[src/rtl/freq_meter.sv]
// rtl/freq_meter.sv - gated frequency counter for slow external signals
// Purpose: counts rising edges of sig_in over a window of GATE_CYCLES clk_in
//   cycles and reports the count, one-shot or continuously re-armed.
// Optional feature macro: FREQ_BCD_EN adds a CONV state running a serial
//   double-dabble conversion and the freq_bcd output.
// Ports:
//   clk_in      system clock (only clock)
//   rst_n       asynchronous active-low reset
//   sig_in      measured signal, asynchronous to clk_in
//   start       level, sampled in IDLE, begins a measurement
//   stop        aborts a measurement / leaves continuous mode
//   cont        re-arm automatically after each result
//   busy        high whenever not IDLE
//   freq_out    last completed edge count
//   freq_valid  one-cycle pulse when freq_out updates
//   ovf         last result saturated (or exceeded BCD range)
//   freq_bcd    BCD of freq_out (FREQ_BCD_EN only)
module freq_meter #(
  parameter int GATE_CYCLES = 50000000,
  parameter int CNT_W       = 24,
  parameter int BCD_DIGITS  = 8
) (
  input  logic             clk_in,
  input  logic             rst_n,
  input  logic             sig_in,
  input  logic             start,
  input  logic             stop,
  input  logic             cont,
  output logic             busy,
  output logic [CNT_W-1:0] freq_out,
  output logic             freq_valid,
  output logic             ovf
`ifdef FREQ_BCD_EN
  ,
  output logic [4*BCD_DIGITS-1:0] freq_bcd
`endif
);

  localparam int GW = $clog2(GATE_CYCLES);
  localparam logic [GW-1:0] GATE_LAST = GW'(GATE_CYCLES - 1);

  if (GATE_CYCLES < 2 || BCD_DIGITS < 1) begin : g_param_check
    $error("freq_meter: GATE_CYCLES must be >= 2 and BCD_DIGITS >= 1");
  end

  typedef enum logic [2:0] {
    S_IDLE = 3'd0,
    S_ARM  = 3'd1,
    S_GATE = 3'd2,
    S_DONE = 3'd3
`ifdef FREQ_BCD_EN
    ,
    S_CONV = 3'd4
`endif
  } state_t;

  state_t state, state_nxt;

  logic             sync1, sync2, sync3, rise;
  logic [GW-1:0]    gate_cnt;
  logic [CNT_W-1:0] edge_cnt, edge_cnt_nxt;
  logic             sat, sat_nxt;
  logic             gate_last;

  // Two flops for metastability, third flop for edge detection.
  always_ff @(posedge clk_in or negedge rst_n) begin
    if (!rst_n) begin
      sync1 <= 1'b0;
      sync2 <= 1'b0;
      sync3 <= 1'b0;
    end else begin
      sync1 <= sig_in;
      sync2 <= sync1;
      sync3 <= sync2;
    end
  end

  assign rise      = sync2 & ~sync3;
  assign gate_last = (gate_cnt == GATE_LAST);
  assign busy      = (state != S_IDLE);

  // Saturating edge counter: sat marks an edge lost at all-ones.
  always_comb begin
    edge_cnt_nxt = edge_cnt;
    sat_nxt      = sat;
    if (rise) begin
      if (&edge_cnt) sat_nxt = 1'b1;
      else           edge_cnt_nxt = edge_cnt + CNT_W'(1);
    end
  end

`ifdef FREQ_BCD_EN
  localparam int CW = $clog2(CNT_W + 1);
  localparam logic [CW-1:0] CONV_LAST = CW'(CNT_W - 1);
  localparam logic [63:0] BCD_MAX = (64'd10 ** BCD_DIGITS) - 64'd1;

  logic [CNT_W-1:0]        conv_sh;
  logic [4*BCD_DIGITS-1:0] bcd, bcd_adj, bcd_shifted;
  logic [CW-1:0]           conv_cnt;
  logic                    conv_last, bcd_ovf;

  assign conv_last = (conv_cnt == CONV_LAST);
  assign bcd_ovf   = (64'(edge_cnt) > BCD_MAX);

  // Add 3 to every digit >= 5 before the shift (double dabble).
  always_comb begin
    bcd_adj = bcd;
    for (int i = 0; i < BCD_DIGITS; i++) begin
      if (bcd[4*i +: 4] >= 4'd5) bcd_adj[4*i +: 4] = bcd[4*i +: 4] + 4'd3;
    end
  end
  assign bcd_shifted = {bcd_adj[4*BCD_DIGITS-2:0], conv_sh[CNT_W-1]};
`endif

  always_ff @(posedge clk_in or negedge rst_n) begin
    if (!rst_n) state <= S_IDLE;
    else        state <= state_nxt;
  end

  always_comb begin
    state_nxt = state;
    case (state)
      S_IDLE: if (start && !stop) state_nxt = S_ARM;
      S_ARM:  state_nxt = S_GATE;
      S_GATE: begin
        if (stop) state_nxt = S_IDLE;
`ifdef FREQ_BCD_EN
        else if (gate_last) state_nxt = S_CONV;
`else
        else if (gate_last) state_nxt = S_DONE;
`endif
      end
`ifdef FREQ_BCD_EN
      S_CONV: begin
        if (stop)           state_nxt = S_IDLE;
        else if (conv_last) state_nxt = S_DONE;
      end
`endif
      S_DONE: state_nxt = (cont && !stop) ? S_ARM : S_IDLE;
      default: state_nxt = S_IDLE;
    endcase
  end

  // Results are loaded on the edge entering DONE so freq_valid, freq_out
  // and ovf are all visible during the DONE cycle.
  always_ff @(posedge clk_in or negedge rst_n) begin
    if (!rst_n) begin
      gate_cnt   <= '0;
      edge_cnt   <= '0;
      sat        <= 1'b0;
      freq_out   <= '0;
      ovf        <= 1'b0;
      freq_valid <= 1'b0;
`ifdef FREQ_BCD_EN
      conv_sh    <= '0;
      bcd        <= '0;
      conv_cnt   <= '0;
      freq_bcd   <= '0;
`endif
    end else begin
      freq_valid <= 1'b0;
      case (state)
        S_ARM: begin
          edge_cnt <= '0;
          gate_cnt <= '0;
          sat      <= 1'b0;
        end
        S_GATE: if (!stop) begin
          edge_cnt <= edge_cnt_nxt;
          sat      <= sat_nxt;
          gate_cnt <= gate_cnt + GW'(1);
          if (gate_last) begin
`ifdef FREQ_BCD_EN
            conv_sh  <= edge_cnt_nxt;
            bcd      <= '0;
            conv_cnt <= '0;
`else
            freq_out   <= edge_cnt_nxt;
            ovf        <= sat_nxt;
            freq_valid <= 1'b1;
`endif
          end
        end
`ifdef FREQ_BCD_EN
        S_CONV: if (!stop) begin
          bcd      <= bcd_shifted;
          conv_sh  <= {conv_sh[CNT_W-2:0], 1'b0};
          conv_cnt <= conv_cnt + CW'(1);
          if (conv_last) begin
            freq_out   <= edge_cnt;
            ovf        <= sat | bcd_ovf;
            freq_bcd   <= bcd_ovf ? {BCD_DIGITS{4'h9}} : bcd_shifted;
            freq_valid <= 1'b1;
          end
        end
`endif
        default: ;
      endcase
    end
  end

endmodule

[config.mk]
export PLATFORM = sky130hd
export DESIGN_NAME = freq_meter
export DESIGN_NICKNAME = d
export VERILOG_FILES = /design/src/rtl/freq_meter.sv
export SDC_FILE = /design/constraint.sdc
export NUM_CORES = 1
export LEC_CHECK = 0
export CORE_MARGIN = 1.5
export CORE_UTILIZATION = 35
export DETAILED_ROUTE_END_ITERATION = 8
export GPL_ROUTABILITY_DRIVEN = 0
export GPL_TIMING_DRIVEN = 0
export PLACE_DENSITY = 0.61
export SYNTH_ARGS = -nofsm -noshare
export SYNTH_HDL_FRONTEND = slang
export SYNTH_SLANG_ARGS = --single-unit
[constraint.sdc]
create_clock -name clk_in -period 2.5 [get_ports clk_in]
set_input_delay 0.625 -clock clk_in [delete_from_list [all_inputs] [get_ports clk_in]]
set_output_delay 0.625 -clock clk_in [all_outputs]
set_load 0.02 [all_outputs]
== Word level (Yosys, flattened, before mapping) ==
Cells that the tools add are included.

* Output and inout bits: 27
* Register bits after elaboration: 83
* Word-level logic and storage cells: 50
* Bits of input ports: 6

* Add/subtract/negate cells: 2
* Reduce and logical (&&, ||, !) cells: 10
* Muxes and demuxes: 18
* Equal/unequal tests: 7
* Bitwise gates (word level): 3

{| class="wikitable"
|+ Operators by type and width
! kind !! number
|-
| 2-to-1 mux 24 bit || 3
|-
| case mux 26 bit (2 select lines) || 1
|-
| case mux 24 bit (2 select lines) || 1
|-
| adder 26 x 1 -> 26 bit (second input constant) || 1
|-
| equality test 26 bit (second input constant) || 1
|-
| 2-to-1 mux 26 bit || 1
|-
| adder 24 x 1 -> 24 bit (second input constant) || 1
|-
| AND reduction 24 bit || 1
|-
| case mux 3 bit (4 select lines) || 1
|-
| 2-to-1 mux 3 bit || 3
|-
| 2-to-1 mux 1 bit || 7
|-
| equality test 3 x 2 -> 1 bit (second input constant) || 2
|-
| inequality test 2 bit (second input constant) || 2
|-
| AND reduction 2 bit || 2
|-
| equality test 3 x 1 -> 1 bit (second input constant) || 1
|-
| logical NOT 3 bit || 1
|-
| inequality test 3 bit (second input constant) || 1
|-
| AND reduction 3 bit || 1
|-
| nonzero test 3 bit || 1
|-
| logical AND 1 bit || 2
|-
| NOT 1 bit || 2
|-
| case mux 1 bit (2 select lines) || 1
|-
| nonzero test 2 bit || 1
|-
| AND 1 bit || 1
|-
| logical NOT 1 bit || 1
|}

== Depth between registers and ports, before layout ==
Gate-level depths: netlist of the first run.

* Depth after elaboration: 5
* Mapped depth: 8
* Depth with buffers taken out: 7

== Worst setup path before layout of the first run ==
No wires, ideal clock.

* Path type: in2reg
* From: in stop
* To: reg freq_out[12]
* Stages: 6
* Arrival: 2.056 ns
* Library setup time: 0.134 ns
* Buffers on the path: 2
* Setup slack: 0.310 ns
* Data required time: 2.366 ns
* Cells stage by stage: or3b_1 > or4_1 > clkbuf_1 > clkbuf_1 > nand2_1 > o21ai_0

* Cells in the longest elaborated chain, start to end: 2

{| class="wikitable"
|+ Ends and longest elaborated chain
! item !! line !! RTL
|-
| from (decl) || 27 || <nowiki>input logic stop,</nowiki>
|-
| NOT 1 bit (no line) || -- ||
|-
| AND reduction 3 bit (no line) || -- ||
|-
| to (signal assigned) || 178 || <nowiki>freq_out <= edge_cnt_nxt;</nowiki>
|-
| to (decl) || 30 || <nowiki>output logic [CNT_W-1:0] freq_out,</nowiki>
|}

Every way passes these cells.
A chain may end at the register's enable or synchronous reset.

== Worst setup path after layout of the first run ==
* From: in stop
* To: reg freq_out[2]

The elaborated chain is that of the path after synthesis.

==> metrics.md, run 1 <==
| Metric | Value |
|---|---|
| Worst Setup Path Type | in2reg |
| Die Wd | 114 µm |
| TritonCTS clock tree | yes |
| Clk sinks | 82 |
| Reg clk slew, reported paths | 60 ps |
| Synth Instances | 470 |
| Worst R2R Start | edge_cnt[0]$_DFFE_PN0P_ |
| Cell Area, Placed | 4840 µm² |
| Max Cap Viol | 0 |
| CP Data Arrival Time | 2720 ps |
| Critical path's slowest cell | or4_4 |
| 1st-iter DRT viols | 198 |
| Synth Warn # | 0 |
| Ys flop type | dfrtp_1 |
| Worst setup EP type | flop |
| Slew headroom | 51.7% |
| Initial antenna violation count | 0 |
| Post-synth EDFFs | 0 |
| Met2 Track Usage GR | 28.1% |
| Standard-cell rows | 40 |
| Ant diodes | 0 |
| Hold Slack | 232 ps |
| RSZ-0062 raised after global routing | yes |
| Setup slack after layout | 61.2 ps |
| Via count | 3,795 |
| CTS Buf Count | 9 |
| DP HPWL | 7840 µm |
| Pwr dens | 636 nW/µm² |
| Synthesis-to-finish area growth | 22.2% |
| Yosys cell types | 53 |
| Core Area | 12,000 µm² |
| All-Layer GR Usage | 18.2% |
| PortBufs | 32 |
| CP startpoint kind | input pin |
| Tmin final | 2440 ps |
| Fillcell total | 1,187 |
| DRT antenna net count | 0 |
| Worst reg2reg path depth | 7 |
| Met1 Resource Use GR | 25.0% |
| Sequential-to-total area share from yosys stat | 47.6% |
| Synthesized cell area | 4310 µm² |
| Final setup TNS | 0 ps |
| Starting Density | 35.9% |
| Largest net degree at the start of global routing | 51 |
| Delay of the slowest critical-path stage | 640 ps |
| Global-route wire length before repair | 18,400 µm |
| Net count, final | 526 |
| Grt total ovfl | 0 |
| Peak supply drop | 0.319 mV |
| Design Area, Final | 5270 µm² |
| Total iterations of the first detailed-routing run | 4 |
| # IOs | 33 |
| HP Class | in2async |
| Critical Path RT | 2780 ps |
| FFs w/ async S/R, synth | 100% |
| Grt peak-use layer | met2 |
| H-tree lvl count | 3 |
| Final design utilization | 43.9% |
| Leak Pwr | 2.13 nW |
| Share of cells above drive strength 1 | 9.75% |
| Crit path max fanout | 7 |
| Least-Margin Pin Slew | 714 ps |
| RR Endpoint | edge_cnt[22]$_DFFE_PN0P_ |
| Crit path cell chain | clkdlybuf4s50_1 > or3b_4 > or4_4 > buf_4 > a311oi_1 > a21o_1 |
| Syn Area/Cell | 9.18 µm² |
| Flop-to-flop setup slack | 160 ps |
| Residual DRC count | 0 |
| Setup violators final | 0 |
| Mean routed wirelength per cell | 16.4 µm |
| Final Skew | 9.77 ps |
| Vert. Die Dim | 114 µm |
| Vias in the first global route | 3,654 |
| Fin. Hold Viols | 0 |
| Root Buffer | clkbuf_16 |
| Fin crit share | 97.6% |
| Clk Latency, worst-skew pair | 350 ps |
| Synthesized flop and latch total | 82 |
| Final WL | 11,000 µm |
| Fmax | 410 MHz |
| Syn_nets | 478 |
| Met3 usage | 3.29% |
| Worst-case clock buffer depth | 2 |
| Place WS | -720 ps |
| DR vias/cell | 5.66 |
| Max-slew violation count | 0 |
| Total die area | 13,000 µm² |
| Status | finished clean |
==> Yosys cell counts (all sizes together), types with 2 or more instances <==
cell    number  area [µm²]
inv          9        33.8
a211oi       3        22.5
and2         3        18.8
clkbuf      19        71.3
a22o         3        26.3
nor4        10        62.6
nor2        23        88.8
a31oi       19         119
and3         9        56.3
o21ai       45         225
nand3       30         163
nand4b       3        26.3
nor4b        4        35.0
or3          6        37.5
a21oi       19        95.1
nand2b       8        50.1
xnor2       15         131
a311oi       2        17.5
nor4bb       3        30.0
and4        10        92.6
nor3         7        35.0
dfrtp       82        2050
nand2       68         255
buf          4        18.8
o211ai       3        22.5
o21bai       3        22.5
xor2         9        78.8
ha           2        25.0
or4          6        45.0
mux2i        9        90.1
nand4       13        81.3
a21o         4        30.0
o31ai        3        22.5
==> worst max path at each step <==
| stage | endpoint | startpoint | slack, ps | cells past startpoint |
|---|---|---|---|---|
| 4_1_cts | freq_out[0]$_DFFE_PN0P_ | stop | 6 | 6 |
| 5_1_grt | gate_cnt[24]$_DFFE_PN0P_ | stop | -30 | 7 |
| 6_report | freq_out[2]$_DFFE_PN0P_ | stop | 60 | 6 |
| 3_5_place_dp | edge_cnt[3]$_DFFE_PN0P_ | stop | -720 | 6 |
| 3_3_place_gp | edge_cnt[21]$_DFFE_PN0P_ | rst_n | -2230 | 1 |
| 2_1_floorplan | freq_out[12]$_DFFE_PN0P_ | stop | 310 | 6 |
==> cell type report <==
cell class / instances / area (µm²) / share of cell area [%]
clock inverters: 3 / 45.0 / 0.855
well taps: 147 / 184 / 3.49
plain buffers: 22 / 95.1 / 1.80
inverters: 9 / 33.8 / 0.641
clock buffers: 13 / 280 / 5.32
multi-input cells: 356 / 2180 / 41.4
repair buffers: 38 / 395 / 7.50
flip-flops and latches: 82 / 2050 / 39.0
==> power breakdown <==
part | internal (mW) | switching [mW]
sequential | 1.36 | 0.0552
clock | 0.883 | 0.540
combinational | 0.151 | 0.361
total | 2.40 | 0.956
==> cell usage in the layout, fill, tap and decap left out, types with 11 or more instances in the layout <==
| cell | n |
|---|---|
| nand2_1 | 68 |
| clkdlybuf4s50_1 | 31 |
| a21oi_1 | 19 |
| nand3_1 | 29 |
| xnor2_1 | 15 |
| nor2_1 | 21 |
| a31oi_1 | 18 |
| dfrtp_1 | 81 |
| nand4_1 | 13 |
| clkbuf_1 | 11 |
| o21ai_0 | 43 |
==> flip-flops by register name, indices dropped and copies added (netlist names) <==
register	flops
gate_cnt	26
edge_cnt	24
freq_out	24
state	2
freq_valid	1
ovf	1
sat	1
sync1	1
sync2	1
sync3	1
==> logic make-up after synthesis <==
group                      Yosys count  synth area share (%)
and+or+nand+nor                    209                  26.2
xor gates and xnor gates            24                  4.87
muxes                                9                  2.09
DFF                                 82                  47.6
AOI/OAI and AO/OA                  112                  15.8
adders and majority gates            2                 0.580
buffers and inverters               32                  2.87
==> critical path, delay by kind of cell <==
kind / cells / cell delay [ps]
and+or+nand+nor: 2 / 1080
buffers and inverters: 2 / 680
AOI/OAI and AO/OA: 2 / 340
==> layer usage <==
layer,routed length [µm],vias up,part of all wire [%]
met5,0,-,0
met4,256,0,2.3
met3,527,18,4.8
met1,5210,1864,47
li1,-,1823,-
met2,5020,90,46
==> stage by stage <==
stage | total power [mW] | cells
2_1_floorplan | 1.71 | 470
3_3_place_gp | 1.91 | 649
3_5_place_dp | 1.92 | 650
4_1_cts | 3.37 | 667
5_1_grt | 3.49 | 670
6_report | 3.35 | 670
==> timing repair <==
action	CTS	global route
setup endpoints to repair	55	46
endpoints found under the hold margin	0	0
hold buffers	0	0
setup buffers	2	3
gates resized for setup	6	18
pin swaps	1	1
No activity file was read; power rests on OpenSTA's default activity.
==> run 2, diff against run 1 <==
- ABC_CLOCK_PERIOD_IN_PS: not set -> 2500
- SLEW_MARGIN: not set -> 20
==> results of run 2 <==
Same layout as run 1: the final DEF is identical, and so are final timing and power.
